## src/rtl/mmio_io_device_if.sv

```systemverilog
// rtl/mmio_io_device_if.sv - data-memory bus interface for the IO window responder
// The decoder/CPU side drives the access; the IO device returns combinational load data.
interface mmio_io_device_if;
  logic        en;
  logic        memRead;
  logic        memWrite;
  logic [31:0] addr;
  logic [31:0] wdata;
  logic [31:0] rdata;

  modport master (output en, output memRead, output memWrite, output addr, output wdata, input rdata);
  modport slave  (input en, input memRead, input memWrite, input addr, input wdata, output rdata);
endinterface

```

## src/rtl/mmio_io_device.sv

```systemverilog
// rtl/mmio_io_device.sv - IO window: button event FIFO, FIFO status, ms timer, LED register
// Loads are combinational; every state change happens on the rising clock edge.
module mmio_io_device #(
  parameter int BTN_W           = 4,
  parameter int FIFO_DEPTH      = 4,
  parameter int DEBOUNCE_CYCLES = 50000,
  parameter int CYCLES_PER_MS   = 50000,
  parameter int LED_W           = 16
) (
  input  logic                clk,
  input  logic                rst,
  mmio_io_device_if.slave     bus,
  input  logic [BTN_W-1:0]    btn,
  output logic [LED_W-1:0]    leds
);

  localparam int AW = $clog2(FIFO_DEPTH);
  localparam int CW = AW + 1;
  localparam int DW = (DEBOUNCE_CYCLES > 1) ? $clog2(DEBOUNCE_CYCLES) : 1;
  localparam int PW = (CYCLES_PER_MS > 1) ? $clog2(CYCLES_PER_MS) : 1;

  logic [BTN_W-1:0] sync1, sync2, db, dbNext, rise;
  logic [DW-1:0]    dbCnt   [BTN_W];
  logic [DW-1:0]    cntNext [BTN_W];
  logic [7:0]       pressCode;
  logic             pressAny, pressExtra;

  logic [7:0]       fifoMem [FIFO_DEPTH];
  logic [AW-1:0]    rdPtr, wrPtr;
  logic [CW-1:0]    count;
  logic             overflow;
  logic [31:0]      countExt;

  logic [31:0]      ms;
  logic [PW-1:0]    presc;

  logic             rdSel, wrSel, full, pop, push, ovfSet, ovfClr;
  logic             timerWr, ledWr;
  logic [1:0]       regSel;
  logic             unusedBits;

  assign rdSel    = bus.en & bus.memRead;
  assign wrSel    = bus.en & bus.memWrite;
  assign regSel   = bus.addr[3:2];
  assign countExt = 32'(count);
  assign unusedBits = ^{bus.addr[31:4], bus.addr[1:0], countExt[31:4]};

  // Counter only runs while the synchronized level disagrees with the accepted level.
  always_comb begin
    dbNext = db;
    for (int i = 0; i < BTN_W; i++) begin
      cntNext[i] = '0;
      if (sync2[i] != db[i]) begin
        if (dbCnt[i] == DW'(DEBOUNCE_CYCLES - 1)) dbNext[i] = sync2[i];
        else cntNext[i] = dbCnt[i] + DW'(1);
      end
    end
    rise = dbNext & ~db;
  end

  always_comb begin
    pressCode = '0;
    for (int i = BTN_W - 1; i >= 0; i--) begin
      if (rise[i]) pressCode = 8'(i);
    end
    pressAny   = |rise;
    pressExtra = (rise & (rise - BTN_W'(1))) != '0;
  end

  assign full    = (count == CW'(FIFO_DEPTH));
  assign pop     = rdSel && (regSel == 2'd0) && (count != '0);
  // A same-edge pop frees the slot, so a push into a full FIFO is still accepted.
  assign push    = pressAny && (!full || pop);
  assign ovfSet  = pressExtra || (pressAny && full && !pop);
  assign ovfClr  = wrSel && (regSel == 2'd1) && bus.wdata[31];
  assign timerWr = wrSel && (regSel == 2'd2);
  assign ledWr   = wrSel && (regSel == 2'd3);

  always_ff @(posedge clk or posedge rst) begin
    if (rst) begin
      sync1    <= '0;
      sync2    <= '0;
      db       <= '0;
      for (int i = 0; i < BTN_W; i++) dbCnt[i] <= '0;
      rdPtr    <= '0;
      wrPtr    <= '0;
      count    <= '0;
      overflow <= 1'b0;
      ms       <= '0;
      presc    <= '0;
      leds     <= '0;
    end else begin
      sync1 <= btn;
      sync2 <= sync1;
      db    <= dbNext;
      for (int i = 0; i < BTN_W; i++) dbCnt[i] <= cntNext[i];

      if (push) wrPtr <= wrPtr + AW'(1);
      if (pop)  rdPtr <= rdPtr + AW'(1);
      if (push && !pop)      count <= count + CW'(1);
      else if (pop && !push) count <= count - CW'(1);

      // A new overflow on the same edge as a clear is kept so no loss goes unreported.
      if (ovfSet)      overflow <= 1'b1;
      else if (ovfClr) overflow <= 1'b0;

      if (timerWr) begin
        ms    <= bus.wdata;
        presc <= '0;
      end else if (presc == PW'(CYCLES_PER_MS - 1)) begin
        ms    <= ms + 32'd1;
        presc <= '0;
      end else begin
        presc <= presc + PW'(1);
      end

      if (ledWr) leds <= bus.wdata[LED_W-1:0];
    end
  end

  always_ff @(posedge clk) begin
    if (push) fifoMem[wrPtr] <= pressCode;
  end

  always_comb begin
    bus.rdata = '0;
    if (rdSel) begin
      case (regSel)
        2'd0:    if (count != '0) bus.rdata = {1'b1, 23'b0, fifoMem[rdPtr]};
        2'd1:    bus.rdata = {overflow, 27'b0, countExt[3:0]};
        2'd2:    bus.rdata = ms;
        default: bus.rdata = 32'(leds);
      endcase
    end
  end

endmodule

```

## src/flat_wrapper.sv

```systemverilog
// flat-port wrapper written by rule: the top's interface ports become plain ports
module mmio_io_device_flat 
#(
  parameter int BTN_W           = 4,
  parameter int FIFO_DEPTH      = 4,
  parameter int DEBOUNCE_CYCLES = 50000,
  parameter int CYCLES_PER_MS   = 50000,
  parameter int LED_W           = 16
)
  (clk, rst, btn, leds, bus_en, bus_memRead, bus_memWrite, bus_addr, bus_wdata, bus_rdata);
  mmio_io_device_if bus_i ();
  input  logic clk;
  input  logic rst;
  input  logic [BTN_W-1:0] btn;
  output logic [LED_W-1:0] leds;
  input wire logic [$bits(bus_i.en)-1:0] bus_en;
  input wire logic [$bits(bus_i.memRead)-1:0] bus_memRead;
  input wire logic [$bits(bus_i.memWrite)-1:0] bus_memWrite;
  input wire logic [$bits(bus_i.addr)-1:0] bus_addr;
  input wire logic [$bits(bus_i.wdata)-1:0] bus_wdata;
  output wire logic [$bits(bus_i.rdata)-1:0] bus_rdata;
  assign bus_i.en = bus_en;
  assign bus_i.memRead = bus_memRead;
  assign bus_i.memWrite = bus_memWrite;
  assign bus_i.addr = bus_addr;
  assign bus_i.wdata = bus_wdata;
  assign bus_rdata = bus_i.rdata;
  mmio_io_device #(.BTN_W(BTN_W), .FIFO_DEPTH(FIFO_DEPTH), .DEBOUNCE_CYCLES(DEBOUNCE_CYCLES), .CYCLES_PER_MS(CYCLES_PER_MS), .LED_W(LED_W)) u_core (.clk(clk), .rst(rst), .bus(bus_i), .btn(btn), .leds(leds));
endmodule
```

## config.mk

```make
export PLATFORM = sky130hd
export DESIGN_NAME = mmio_io_device_flat
export DESIGN_NICKNAME = d
export VERILOG_FILES = /design/src/rtl/mmio_io_device_if.sv /design/src/rtl/mmio_io_device.sv /design/src/flat_wrapper.sv
export SDC_FILE = /design/constraint.sdc
export NUM_CORES = 1
export LEC_CHECK = 0
export CORE_ASPECT_RATIO = 0.8
export CORE_MARGIN = 2
export CORE_UTILIZATION = 54
export CTS_CLUSTER_SIZE = 20
export DETAILED_ROUTE_END_ITERATION = 12
export DONT_BUFFER_PORTS = 1
export HOLD_SLACK_MARGIN = 0.15
export PLACE_DENSITY = 0.65
export SYNTH_ARGS = -nofsm -noshare
export SYNTH_HDL_FRONTEND = slang
export SYNTH_SLANG_ARGS = --single-unit
```

## constraint.sdc

```tcl
create_clock -name clk -period 7.08 [get_ports clk]
set_input_delay 1.416 -clock clk [delete_from_list [all_inputs] [get_ports clk]]
set_output_delay 1.416 -clock clk [all_outputs]
set_load 0.05 [all_outputs]
```

# Word-level counts from Yosys, hierarchy flattened

Memory sizes are Yosys's and may differ from the RTL's.
Index checks and enable logic that the tools add are counted.

ROM bits: 0
Input port bits: 73
Bits in latches: 0
Output and inout bits: 48
Register bits after elaboration: 148
Memory bits (writable): 8
Memories kept: 1

$lt $le $gt $ge: 0
Reductions and logical operators: 23
Multipliers: 0
Shifts and indexed selects: 0
$add $sub $neg: 11
Eq/ne operators: 13
Divide/modulo/power cells: 0
Bitwise operators: 5
Multiplexer cells: 33

Memories:

| memory         | words | width | rd ports | clocked after memory_dff | wr ports | line                 | RTL |
|---|---|---|---|---|---|---|---|
| u_core.fifoMem | 4     | 2     | 1        | 0                        | 1        | mmio_io_device.sv:28 | `logic [7:0] fifoMem [FIFO_DEPTH];` |

Operator list:

| kind                  | count |
|---|---|
| $mux 16               | 10 |
| $mux 32               | 4 |
| $pmux 32 s3           | 1 |
| $add 16x1->16 const B | 5 |
| $eq 16x16->1 const B  | 5 |
| $add 32x1->32 const B | 1 |
| $mux 1                | 12 |
| $logic_and 1x1->1     | 11 |
| $and 4x4->4           | 2 |
| $mux 2                | 4 |
| $mux 3                | 2 |
| $reduce_bool 2->1     | 3 |
| $add 2x1->2 const B   | 2 |
| $eq 2x2->1 const B    | 2 |
| $ne 1x1->1            | 4 |
| $not 4->4             | 1 |
| $reduce_bool 4->1     | 1 |
| $reduce_or 4->1       | 1 |
| $sub 4x1->4 const B   | 1 |
| $add 3x1->3 const B   | 1 |
| $eq 3x3->1 const B    | 1 |
| $logic_not 1->1       | 3 |
| $reduce_bool 3->1     | 1 |
| $sub 3x1->3 const B   | 1 |
| other kinds (4)       | 6 |

# Logic depth before layout (Yosys ltp)

Depth in word-level cells: 10
Depth in mapped cells: 11

# Worst setup path before layout

Ideal clock, no wire load.

Path kind: input -> output
From: input port bus_addr[2]
To: output port bus_rdata[1]
Slack: 2,264 ps
Data arrival time: 3,400 ps
Path buffers: 2
Cell stages on the path: 6
Cells stage by stage: clkbuf_1 buf_1 nor2_1 nor2_1 a21oi_1 nor3_1

Longest elaborated chain between the ends: 3
Elaborated cells between the ends (all ways): 5

Ends and longest elaborated chain:

| what                               | line                  | RTL |
|---|---|---|
| from (decl)                        | flat_wrapper.sv:19    | `input wire logic [$bits(bus_i.addr)-1:0] bus_addr;` |
| $eq 2x2->1 (tied with other cells) | mmio_io_device.sv:128 | `case (regSel)` |
| $pmux 32 s3 (*)                    | mmio_io_device.sv:128 |  |
| $mux 32 (*)                        | mmio_io_device.sv:127 | `if (rdSel) begin` |
| to (decl)                          | flat_wrapper.sv:21    | `output wire logic [$bits(bus_i.rdata)-1:0] bus_rdata;` |

Mark *: on every way between the ends. The rest lies on a longest branch, timed or not.

# Final worst setup path

From: input port bus_memRead
To: output port bus_rdata[22]

Longest elaborated chain between the ends: 2

Ends and longest elaborated chain:

| what        | line                  | RTL |
|---|---|---|
| from (decl) | flat_wrapper.sv:17    | `input wire logic [$bits(bus_i.memRead)-1:0] bus_memRead;` |
| $and 1x1->1 | mmio_io_device.sv:42  | `assign rdSel = bus.en & bus.memRead;` |
| $mux 32     | mmio_io_device.sv:127 |  |

No other way between the ends.

==> flow_summary_export.csv <==
group,metric,value,unit
yosys,synth_edf_count,8,
floorplanning,die_x,140,µm
critical_path,worstPathMaxFanout,17,
floorplanning,pin_count,121,
timing,slew_headroom,0.323,
timing,fin_ws,2550,ps
global_routing,grt_antenna_before_repair,0,
critical_path,crit_arrival,3120,ps
run_status,status,"finished, final reports clean",
timing,hold_ws,353,ps
critical_path,ff2ff_setup_slack,3930,ps
clocking,clock-root-buffer,"clkbuf_16",
global_routing,grt_pass1_wl,29.2,mm
layout,regArea,0.00394,mm²
clocking,clkSlewWorstSetupHoldPaths,60,ps
clocking,clock_latency,420,ps
floorplanning,fp-row-count,39,
worst_hold_path,holdPathStages,0,
layout,multi_input_area,0.00396,mm²
detailed_routing,ant_nets,0,
clocking,htreeDepth,4,
layout,diodes,0,
pwr,design_power_total,2350,µW
detailed_routing,drtIter0Drc,360,
yosys,ys_async_sr_fraction,0.949,
timing,min_period,4530,ps
placed_design,portBuffers,0,
yosys,synth_cell_types,47,
yosys,synthCells,817,
pwr,leakage,0.00369,µW
critical_path,cp-start-kind,"input pin",
clocking,cts_hold_buf,0,
floorplanning,design.core.area,0.0144,mm²
timing,rsz0062_at_grt,"no",
critical_path,worstPathRequired,5660,ps
worst_hold_path,hold_start,"u_core.sync1[1]$_DFF_PP0_",
clocking,tritoncts,"built",
pwr,p_per_area,267,mW/mm²
layout,final_cell_mix,"dfrtp_1 (148), nor2_1 (135), nand2_1 (73)",
detailed_routing,via_per_inst,5.87,
yosys,yosys.area.top_type,"dfrtp_1",
global_routing,grt_start_max_net_pins,101,
clocking,cts_sinks,156,
layout,final_nets,898,
timing,tightest_slew,1010,ps
detailed_routing,drc,0,
detailed_routing,wirelength,17.3,mm
clocking,cts_setup_buffers,0,
critical_path,crit_path_end_kind,"output pin",
worst_hold_path,hold_path_end,"u_core.sync2[1]$_DFF_PP0_",
yosys,syn_area_per_cell,9.82,µm²
flow_run,max_cap_viol_count,0,
floorplanning,fp.dieH,113,µm
global_routing,grt_overflow,0,
pwr,ir_worst_vdd,0.000161,V
yosys,ys_seq_area_frac,0.492,
timing,drv_slew,0,
yosys,synth_top_cell_area_share,0.462,
detailed_routing,via_count,5920,
yosys,synth_area,0.00802,mm²
global_routing,track_usage,0.231,
detailed_routing,drt_pass1_iterations,5,
detailed_routing,wl_per_cell,17.2,µm
timing,finalSetupViolCount,0,
yosys,synth_nets,902,
clocking,cts_buffers,17,
placed_design,pre_cts_slack,2560,ps
layout,utilization,0.610,
critical_path,reg2reg_depth,10,
floorplanning,start_util,0.557,
timing,clock.fmax,221,MHz
layout,n_fill_cell,1204,
layout,layout_commonest_cell,"dfrtp_1",
yosys,synth_ff_type,"dfrtp_1",
floorplanning,dieArea,0.0159,mm²
timing,finalCritPeriodShare,0.640,
critical_path,r2r-end,"u_core.count[2]$_DFFE_PP0P_",
yosys,ys_ff_latch,156,
layout,drive_gt1_frac,0.0789,
worst_hold_path,min-delay-path-class,"reg2reg",
clocking,ctsResizeCount,0,
layout,syn2layout_area_growth,9.45,%
critical_path,reg2reg_from,"u_core.dbCnt[12]$_DFF_PP0_",
clocking,cts_buffer_depth,2,
timing,hold_viol_final,0,
critical_path,critPathKind,"in2out",
global_routing,grt_pass1_vias,5821,
placed_design,hpwl,12.0,mm
yosys,netlist_top_cells_area,"dfrtp_1 (46%), nor2_1 (6.3%), xnor2_1 (5.8%)",
timing,fin_setup_tns,0,ps
timing,fin_worst_skew,9.59,ps
yosys,synth-warning-count,0,
placed_design,finalWeightedCongestion,0.858,
## kinds of logic after synthesis
logic type                 synth area share
muxes                                0.0644
buffers and inverters                0.0179
and+or+nand+nor                       0.264
DFF                                   0.492
adders and majority gates            0.0197
xor gates and xnor gates              0.103
AOI/OAI and AO/OA                    0.0393
## final cells by class
type | instances | share of cell area
clock buffers | 22 | 0.0529
clock inverters | 8 | 0.0134
inverters | 13 | 0.00613
multi-input cells | 623 | 0.450
flip-flops and latches | 156 | 0.449
well taps | 184 | 0.0262
repair buffers | 2 | 0.00171
## critical path: stages
cell	delay [ps]
and2_1	150
nand2_1	400
nor2_1	610
and2_1	530
## Yosys cell counts (all sizes together), types with 3 or more instances
| cell type | n |
|---|---|
| inv | 13 |
| o211ai | 3 |
| a31oi | 6 |
| nor3 | 24 |
| mux2 | 25 |
| or4b | 3 |
| nor4 | 12 |
| a21oi | 11 |
| ha | 11 |
| and3 | 22 |
| xor2 | 41 |
| nand2 | 73 |
| dfrtp | 148 |
| edfxtp | 8 |
| buf | 3 |
| o22ai | 3 |
| clkbuf | 22 |
| nand4 | 32 |
| xnor2 | 53 |
| or3 | 6 |
| nor2 | 135 |
| o21ai | 21 |
| and2 | 29 |
| nand3 | 47 |
| nand2b | 5 |
| and4 | 4 |
| nor4bb | 10 |
| nor4b | 8 |
| mux2i | 19 |
## report_power, final
group / internal [µW] / total [µW] / switching, µW
Clock: 567 / 914 / 347
Sequential: 987 / 1170 / 185
Combinational: 116 / 261 / 145
Total: 1670 / 2350 / 678
## stage by stage
stage / std cells / area, µm²
final: 1008 / 8780
after global routing: 1008 / 8780
after CTS: 1008 / 8780
after detailed placement: 978 / 8200
after global placement: 978 / 8200
after floorplan: 817 / 8020
## registers in the layout, indices dropped and copies added (netlist names)
name and flops:
u_core.dbCnt 64, u_core.ms 32, u_core.leds 16, u_core.presc 16, u_core.fifoMem 8, u_core.db 4
u_core.sync1 4, u_core.sync2 4, u_core.count 3, u_core.rdPtr 2, u_core.wrPtr 2, u_core.overflow 1
## how the worst max path moves through the flow
stage	slack [ps]	to	cells after the start	start
2_1_floorplan	1680	u_core.count[0]$_DFFE_PP0P_	1	rst
3_3_place_gp	2640	bus_rdata[25]	4	bus_memRead
3_5_place_dp	2560	bus_rdata[22]	4	bus_memRead
4_1_cts	2560	bus_rdata[22]	4	bus_memRead
5_1_grt	2400	bus_rdata[21]	4	bus_memRead
6_report	2550	bus_rdata[22]	4	bus_memRead
## metal layers
| layer | share of wire | vias up | track usage |
|---|---|---|---|
| met3 | 0.043 | 17 | 0.0525 |
| met1 | 0.48 | 2961 | 0.324 |
| met4 | 0.012 | 0 | 0.0741 |
| met5 | 0 | - | 0 |
| met2 | 0.47 | 105 | 0.361 |
| li1 | - | 2837 | - |
Note: power is estimated with default switching activity, not from simulation.
